## src/rtl/game_ctrl_if.sv

```systemverilog
// Datapath-facing bundle between the game controller and the room/sword
// datapath.
//   n/s/e/w  : one-hot move pulses, controller -> datapath
//   game_rst : active-high datapath reset, controller -> datapath
//   win/d    : win and death status, datapath -> controller
interface game_ctrl_if;
    logic n;
    logic s;
    logic e;
    logic w;
    logic game_rst;
    logic win;
    logic d;

    modport master (output n, s, e, w, game_rst, input win, d);
    modport slave  (input n, s, e, w, game_rst, output win, d);
endinterface

```

## src/rtl/game_ctrl.sv

```systemverilog
// Front-end sequencer for the maze game datapath.
// Synchronises raw buttons, turns each press into one single-cycle one-hot
// move pulse (priority N > E > S > W, cooldown between moves), and runs the
// IDLE -> CLEAR -> PLAY -> OVER phase machine that drives the datapath reset.
// Ports:
//   clk                      : system clock, rising edge
//   reset                    : asynchronous active-low reset
//   n_btn/s_btn/e_btn/w_btn  : raw direction buttons (asynchronous)
//   start                    : raw start button (asynchronous)
//   dp                       : datapath bundle (move pulses, game_rst, win, d)
//   moves                    : saturating count of issued moves
//   phase                    : 0=IDLE 1=CLEAR 2=PLAY 3=OVER
module game_ctrl #(
    parameter int COOLDOWN   = 4,
    parameter int CLR_CYCLES = 2,
    parameter int OVER_HOLD  = 16,
    parameter int MW         = 8
) (
    input  logic               clk,
    input  logic               reset,
    input  logic               n_btn,
    input  logic               s_btn,
    input  logic               e_btn,
    input  logic               w_btn,
    input  logic               start,
    game_ctrl_if.master        dp,
    output logic [MW-1:0]      moves,
    output logic [1:0]         phase
);

    localparam int CDW = $clog2(COOLDOWN + 1);
    localparam int CLW = $clog2(CLR_CYCLES + 1);
    localparam int OVW = $clog2(OVER_HOLD + 1);

    typedef enum logic [1:0] {
        IDLE  = 2'd0,
        CLEAR = 2'd1,
        PLAY  = 2'd2,
        OVER  = 2'd3
    } state_t;

    // Bit order of the synchroniser vectors: {start, w, s, e, n}
    logic [4:0]     sync1_r;
    logic [4:0]     sync2_r;
    logic [4:0]     prev_r;
    logic [4:0]     rise_s;
    logic [3:0]     pick_s;        // {w, s, e, n} after arbitration
    logic           start_rise_s;
    logic           cd_zero_s;

    state_t         state_r;
    logic [3:0]     pulse_r;       // {w, s, e, n}
    logic           game_rst_r;
    logic [MW-1:0]  moves_r;
    logic [CDW-1:0] cd_r;
    logic [CLW-1:0] clr_cnt_r;
    logic [OVW-1:0] over_cnt_r;

    // Two-flop synchronisers plus one history flop for edge detection
    always_ff @(posedge clk or negedge reset) begin
        if (!reset) begin
            sync1_r <= 5'b00000;
            sync2_r <= 5'b00000;
            prev_r  <= 5'b00000;
        end else begin
            sync1_r <= {start, w_btn, s_btn, e_btn, n_btn};
            sync2_r <= sync1_r;
            prev_r  <= sync2_r;
        end
    end

    assign rise_s       = sync2_r & ~prev_r;
    assign start_rise_s = rise_s[4];
    assign cd_zero_s    = (cd_r == CDW'(0));

    // Fixed-priority pick among simultaneous direction rises; losers vanish
    always_comb begin
        pick_s = 4'b0000;
        if (rise_s[0]) begin
            pick_s = 4'b0001;
        end else if (rise_s[1]) begin
            pick_s = 4'b0010;
        end else if (rise_s[2]) begin
            pick_s = 4'b0100;
        end else if (rise_s[3]) begin
            pick_s = 4'b1000;
        end else begin
            pick_s = 4'b0000;
        end
    end

    // Phase machine with registered outputs computed from the next state
    always_ff @(posedge clk or negedge reset) begin
        if (!reset) begin
            state_r    <= IDLE;
            game_rst_r <= 1'b1;
            pulse_r    <= 4'b0000;
            moves_r    <= {MW{1'b0}};
            cd_r       <= {CDW{1'b0}};
            clr_cnt_r  <= {CLW{1'b0}};
            over_cnt_r <= {OVW{1'b0}};
        end else begin
            pulse_r <= 4'b0000;
            if (!cd_zero_s) begin
                cd_r <= cd_r - CDW'(1);
            end
            case (state_r)
                IDLE: begin
                    game_rst_r <= 1'b1;
                    if (start_rise_s) begin
                        state_r   <= CLEAR;
                        clr_cnt_r <= {CLW{1'b0}};
                        moves_r   <= {MW{1'b0}};
                    end
                end
                CLEAR: begin
                    moves_r <= {MW{1'b0}};
                    if (clr_cnt_r == CLW'(CLR_CYCLES - 1)) begin
                        state_r    <= PLAY;
                        game_rst_r <= 1'b0;
                    end else begin
                        clr_cnt_r  <= clr_cnt_r + CLW'(1);
                        game_rst_r <= 1'b1;
                    end
                end
                PLAY: begin
                    if (start_rise_s) begin
                        // Restart wins over any move on the same edge
                        state_r    <= CLEAR;
                        clr_cnt_r  <= {CLW{1'b0}};
                        moves_r    <= {MW{1'b0}};
                        game_rst_r <= 1'b1;
                    end else if (dp.win || dp.d) begin
                        // Game is decided: freeze moves, even a pending rise
                        state_r    <= OVER;
                        over_cnt_r <= {OVW{1'b0}};
                        game_rst_r <= 1'b0;
                    end else begin
                        game_rst_r <= 1'b0;
                        if (cd_zero_s && (pick_s != 4'b0000)) begin
                            pulse_r <= pick_s;
                            cd_r    <= CDW'(COOLDOWN);
                            if (moves_r != {MW{1'b1}}) begin
                                moves_r <= moves_r + MW'(1);
                            end
                        end
                    end
                end
                OVER: begin
                    if (start_rise_s) begin
                        state_r    <= CLEAR;
                        clr_cnt_r  <= {CLW{1'b0}};
                        moves_r    <= {MW{1'b0}};
                        game_rst_r <= 1'b1;
                    end else if (over_cnt_r == OVW'(OVER_HOLD - 1)) begin
                        state_r    <= IDLE;
                        game_rst_r <= 1'b1;
                    end else begin
                        over_cnt_r <= over_cnt_r + OVW'(1);
                        game_rst_r <= 1'b0;
                    end
                end
                default: begin
                    state_r    <= IDLE;
                    game_rst_r <= 1'b1;
                end
            endcase
        end
    end

    assign dp.n        = pulse_r[0];
    assign dp.e        = pulse_r[1];
    assign dp.s        = pulse_r[2];
    assign dp.w        = pulse_r[3];
    assign dp.game_rst = game_rst_r;
    assign moves       = moves_r;
    assign phase       = state_r;

endmodule

```

## src/flat_wrapper.sv

```systemverilog
// flat-port wrapper written by rule: the top's interface ports become plain ports
module game_ctrl_flat 
#(
    parameter int COOLDOWN   = 4,
    parameter int CLR_CYCLES = 2,
    parameter int OVER_HOLD  = 16,
    parameter int MW         = 8
)
  (clk, reset, n_btn, s_btn, e_btn, w_btn, start, moves, phase, dp_n, dp_s, dp_e, dp_w, dp_game_rst, dp_win, dp_d);
  game_ctrl_if dp_i ();
  input  logic clk;
  input  logic reset;
  input  logic n_btn;
  input  logic s_btn;
  input  logic e_btn;
  input  logic w_btn;
  input  logic start;
  output logic [MW-1:0] moves;
  output logic [1:0] phase;
  output wire logic [$bits(dp_i.n)-1:0] dp_n;
  output wire logic [$bits(dp_i.s)-1:0] dp_s;
  output wire logic [$bits(dp_i.e)-1:0] dp_e;
  output wire logic [$bits(dp_i.w)-1:0] dp_w;
  output wire logic [$bits(dp_i.game_rst)-1:0] dp_game_rst;
  input wire logic [$bits(dp_i.win)-1:0] dp_win;
  input wire logic [$bits(dp_i.d)-1:0] dp_d;
  assign dp_n = dp_i.n;
  assign dp_s = dp_i.s;
  assign dp_e = dp_i.e;
  assign dp_w = dp_i.w;
  assign dp_game_rst = dp_i.game_rst;
  assign dp_i.win = dp_win;
  assign dp_i.d = dp_d;
  game_ctrl #(.COOLDOWN(COOLDOWN), .CLR_CYCLES(CLR_CYCLES), .OVER_HOLD(OVER_HOLD), .MW(MW)) u_core (.clk(clk), .reset(reset), .n_btn(n_btn), .s_btn(s_btn), .e_btn(e_btn), .w_btn(w_btn), .start(start), .dp(dp_i), .moves(moves), .phase(phase));
endmodule
```

## config.mk

```make
export PLATFORM = sky130hd
export DESIGN_NAME = game_ctrl_flat
export DESIGN_NICKNAME = d
export VERILOG_FILES = /design/src/rtl/game_ctrl_if.sv /design/src/rtl/game_ctrl.sv /design/src/flat_wrapper.sv
export SDC_FILE = /design/constraint.sdc
export NUM_CORES = 1
export LEC_CHECK = 0
export CAP_MARGIN = 15
export CORE_MARGIN = 2
export CORE_UTILIZATION = 25
export DETAILED_ROUTE_END_ITERATION = 10
export PLACE_DENSITY = 0.4
export SLEW_MARGIN = 20
export SYNTH_ARGS = -nofsm -noshare
export SYNTH_HDL_FRONTEND = slang
export SYNTH_SLANG_ARGS = --single-unit
```

## constraint.sdc

```tcl
create_clock -name clk -period 4.7 [get_ports clk]
set_clock_uncertainty 0.05 [all_clocks]
set_input_delay 1.175 -clock clk [delete_from_list [all_inputs] [get_ports clk]]
set_output_delay 1.175 -clock clk [all_outputs]
set_load 0.01 [all_outputs]
```

After elaboration in Yosys (flattened, before gate mapping)
Cells that the tools add are included.

Equality and inequality tests: 20. Div/mod/pow operators: 0. Shifts and indexed selects: 0. Bitwise logic cells: 2. Reduce and logical (&&, ||, !) cells: 12. Multiplexer cells: 39. $mul: 0. Magnitude comparators: 0. Add/sub/neg operators: 4.

Operators by type and width (count): $mux W8 (5); $mux W4 (8); $pmux W8 S3 (1); $mux W5 (4); $mux W2 (8); $mux W3 (5); $ne A3 B1 Y1 const B (4); $ne A2 B1 Y1 const B (5); $pmux W5 S2 (1); $add A8 B1 Y8 const B (1); $ne A2 B2 Y1 const B (4); $ne A8 B8 Y1 const B (1); $pmux W2 S4 (1); $reduce_and A4 Y1 (2); $add A5 B1 Y5 const B (1); $and A5 B5 Y5 (1); $eq A5 B4 Y1 const B (1); $not A5 Y5 (1); $reduce_and A5 Y1 (1); $eq A2 B1 Y1 const B (2); $eq A2 B2 Y1 const B (2); $mux W1 (4); $pmux W1 S4 (1); $pmux W2 S2 (1); 12 further kinds (12).

Register bits: 40. Output and inout bits: 15. Bits in read-only memories: 0. Memories kept: 0. Input bits: 9. Bits in writable memories: 0. Bits in latches: 0. Logic and storage cells: 87.

Longest topological paths before layout
Word-level depth: 12. Mapped depth: 8.

Worst setup path before layout
No wires, ideal clock.

Path type: input -> register. Start point: in dp_d. End point: reg u_core.moves_r[0], in the netlist u_core.moves[0]. Required time: 4555 ps. Stages: 5. Setup time: 95 ps. Arrival: 2173 ps. Slack: 2382 ps. Cell sequence: nor2_1 nand2_1 or3_1 buf_6 o31ai_1.

Cells in the longest elaborated chain, start to end: 3.

Ends and longest elaborated chain: from (decl) (line flat_wrapper.sv:26) `input wire logic [$bits(dp_i.d)-1:0] dp_d;`; $logic_or A1 B1 Y1 (line game_ctrl.sv:133) `end else if (dp.win || dp.d) begin`; $ne A3 B2 Y1 (no line); $reduce_and A4 Y1 (no line); to (signal assigned) (line game_ctrl.sv:131) `moves_r <= {MW{1'b0}};`; to (signal assigned) (line game_ctrl.sv:144) `moves_r <= moves_r + MW'(1);`; to (signal assigned) (line game_ctrl.sv:153) `moves_r <= {MW{1'b0}};`; to (decl) (line game_ctrl.sv:54) `logic [MW-1:0] moves_r;`.

No other way between the ends. A chain may end at the register's enable or synchronous reset.

Final worst setup path
Ends and elaborated chain as after synthesis.

==> results.toml <==
[cts]
cts_tree = "built"
ctsResizeCount = 0
clk_path_buf_depth = 2
hold_buffers = 0
cts_buffers = 5
clkLatencyLatePin_ns = 0.29
cts.sinks = 40
cts_max_level = 2
clkTransAtPathRegs_ns = 0.08
root_buffer = "clkbuf_8"
post_cts_buffers = 0

[pwr]
pwr-share-comb = 0.350
swShare = 0.352
clockPowerShare = 0.254
ir_drop_uv = 133
seq_power_share = 0.397
powerDensity_mw_per_mm2 = 477
p_leak_nw = 0.991
power.switching_w = 0.000396
internal_power_w = 0.000728

[global_routing]
grt_use_met3 = 0.0263
grt_max_degree = 41
grt_pass1_wl_mm = 6.76
grt_antenna_before_repair = 0
grt_pass1_vias = 1359
use_met1 = 0.126
grt_overflow = 0
track_usage = 0.100
grt.busiest_layer = "met2"
gr-usage-met2 = 0.167

[setup_path]
r2r-end = "u_core.phase[0]"
slowest_delay_ns = 0.55
crit_type = "in2reg"
crit_buf_inv = 1
startpoint = "dp_d"
setup.worst_path.end = "u_core.moves[0]"
cpMaxStageDelayCell = "or3_1"
start_kind = "input port"
ff2ff_setup_slack_ns = 2.55
crit_chain = "clkdlybuf4s50_1, nor2_1, nand2_1, or3_1, o31ai_1"
cp.arrival_ns = 2.95
ff2ff_path_depth = 7
crit_required_ns = 4.85
end_kind = "flip-flop"
reg2reg_from = "u_core.over_cnt_r[0]"
worst-path-stages = 5
path_delay_family = "simple AND/OR/NAND/NOR gates"
cp_max_fo = 10

[placed_design]
placed_area_mm2 = 0.00224
hpwlAfterDp_mm = 2.81
port_buffers = 23
gp_congestion = 0.684

[logic_synthesis]
ys_warn_count = 0
yosys_register_bits = 40
mappedNetlistArea_mm2 = 0.00193
netlist.area_leader.share = 0.506
synth_nets = 192
ys_types = 46
syn_area_per_cell_um2 = 11.3
ys_top_cells_by_area = "dfrtp_1 (51%), ha_1 (7.8%), nand2b_1 (2.9%)"
synth_edf_count = 0
yosysMostFrequentCell = "dfrtp_1"
synth_top_area_cell = "dfrtp_1"
ys_seq_area_frac = 0.519
syn_inst = 171
async_reset_ff_frac = 1.00
ys.flop_type = "dfrtp_1"
ys_top_cells_by_count = "dfrtp_1 (39), nand2_1 (14), ha_1 (12), inv_1 (12)"

[run_status]
status = "finished clean"

[route]
wl_per_cell_um = 13.3
firstDrtPassIters = 4
wl_mm = 3.96
ant_nets = 0
drt-initial-drc-count = 99
drc = 0
avgViaCountPerCell = 4.58
vias = 1364

[timing]
finalCriticalPeriod_ns = 2.80
finalSetupViolations = 0
drv_slew = 0
finalSetupTns_ns = 0
fmax_ghz = 0.357
finalHoldViolCount = 0
rsz0062_at_grt = "no"
relSlewSlack = 0.403
finalCritPeriodShare = 0.595
worst_pin_slew_ns = 0.895

[final_layout]
final_area_mm2 = 0.00236
fin_util = 0.310
syn2layout_area_growth_pct = 22.0
nNetsFinal = 216
diodes = 0
drive_gt1_frac = 0.0918
fillers = 820

[min_path]
hold_path.class = "reg2reg"

[job]
maxCapViolCount = 0

[floorplanning]
fp.dieH_um = 91.9
fp.dieW_um = 91.9
core-area_mm2 = 0.00761
io_pins = 24
initial_utilization = 0.254
dieArea_mm2 = 0.00844
num_rows = 32
[metal layers]
metal,share of wire,up-vias
met5,0,-
met4,0.016,0
met3,0.039,5
met2,0.50,33
met1,0.45,670
li1,-,656
[worst min path at each step]
stage                   endpoint  cells past startpoint  slack (ns)               from
6_report       u_core.sync2_r[2]                      0        0.30  u_core.sync1_r[2]
5_1_grt        u_core.sync2_r[2]                      0        0.31  u_core.sync1_r[2]
4_1_cts        u_core.sync2_r[2]                      0        0.30  u_core.sync1_r[2]
3_5_place_dp   u_core.sync2_r[2]                      0        0.28  u_core.sync1_r[2]
3_3_place_gp   u_core.sync2_r[3]                      0        0.28  u_core.sync1_r[3]
2_1_floorplan  u_core.sync2_r[0]                      0        0.28  u_core.sync1_r[0]
[cell type report]
cell class	count	area (µm²)	share of cell area
inverter	12	45.0	0.0191
clock inverter	3	42.5	0.0181
clock buffer	5	68.8	0.0292
tap	102	128	0.0542
multi-input combinational	113	845	0.358
sequential	40	1000	0.425
timing repair buffer	23	225	0.0956
[flip-flops by register name (all words and copies together) (netlist names)]
signal              count
u_core.sync1_r          5
u_core.clr_cnt_r        2
u_core.pulse_r          4
u_core.moves            8
u_core.prev_r           5
u_core.over_cnt_r       5
u_core.sync2_r          5
u_core.dp.game_rst      1
u_core.phase            2
u_core.cd_r             3
[power by group through the flow]
stage | Sequential, W | Combinational [W] | Clock, W
6_report | 0.000446 | 0.000393 | 0.000285
5_1_grt | 0.000454 | 0.000444 | 0.000310
4_1_cts | 0.000446 | 0.000396 | 0.000298
3_5_place_dp | 0.000454 | 0.000393 | 0
3_3_place_gp | 0.000450 | 0.000377 | 0
2_1_floorplan | 0.000448 | 0.000279 | 0
[placed cells by master (no fill, tap or decap), types with 2 or more instances in the layout]
cell type        Yosys  final
a21oi_1              2      2
a22o_1               5      5
and2_1               4      4
and3_1               2      2
clkbuf_8             0      5
clkdlybuf4s50_1      0     22
dfrtp_1             39     39
ha_1                12     12
inv_1               12     12
mux2i_1              5      5
nand2_1             14     14
nand2b_1             9      9
nand2b_4             3      3
nand3_1              3      3
nor2_1               3      3
nor2b_1              2      2
nor4_1               3      3
nor4b_1              3      3
o211ai_1             2      2
o21a_1               2      2
o21ai_0              9      9
o221ai_1             2      2
o311ai_0             2      2
o31ai_1              4      4
or2_2                2      2
or3_1                2      2
[cell families (layout without fill, tap and decap cells)]
group | Yosys count | count (layout) | synth area share
AOI/OAI and AO/OA | 39 | 39 | 0.148
xor gates and xnor gates | 1 | 1 | 0.00454
adders and majority gates | 12 | 12 | 0.0778
buffers and inverters | 18 | 43 | 0.0434
DFF | 40 | 40 | 0.519
muxes | 5 | 5 | 0.0259
and+or+nand+nor | 56 | 56 | 0.181
[through the flow]
step | instances | worst slack (ns) | total power (W) | hold slack, ns
6_report | 298 | 1.90 | 0.00112 | 0.304
5_1_grt | 298 | 1.75 | 0.00121 | 0.313
4_1_cts | 298 | 1.88 | 0.00114 | 0.305
3_5_place_dp | 290 | 1.58 | 0.000847 | 0.285
3_3_place_gp | 290 | 1.70 | 0.000826 | 0.282
2_1_floorplan | 171 | 2.38 | 0.000727 | 0.281
(Power assumes the default switching activity.)
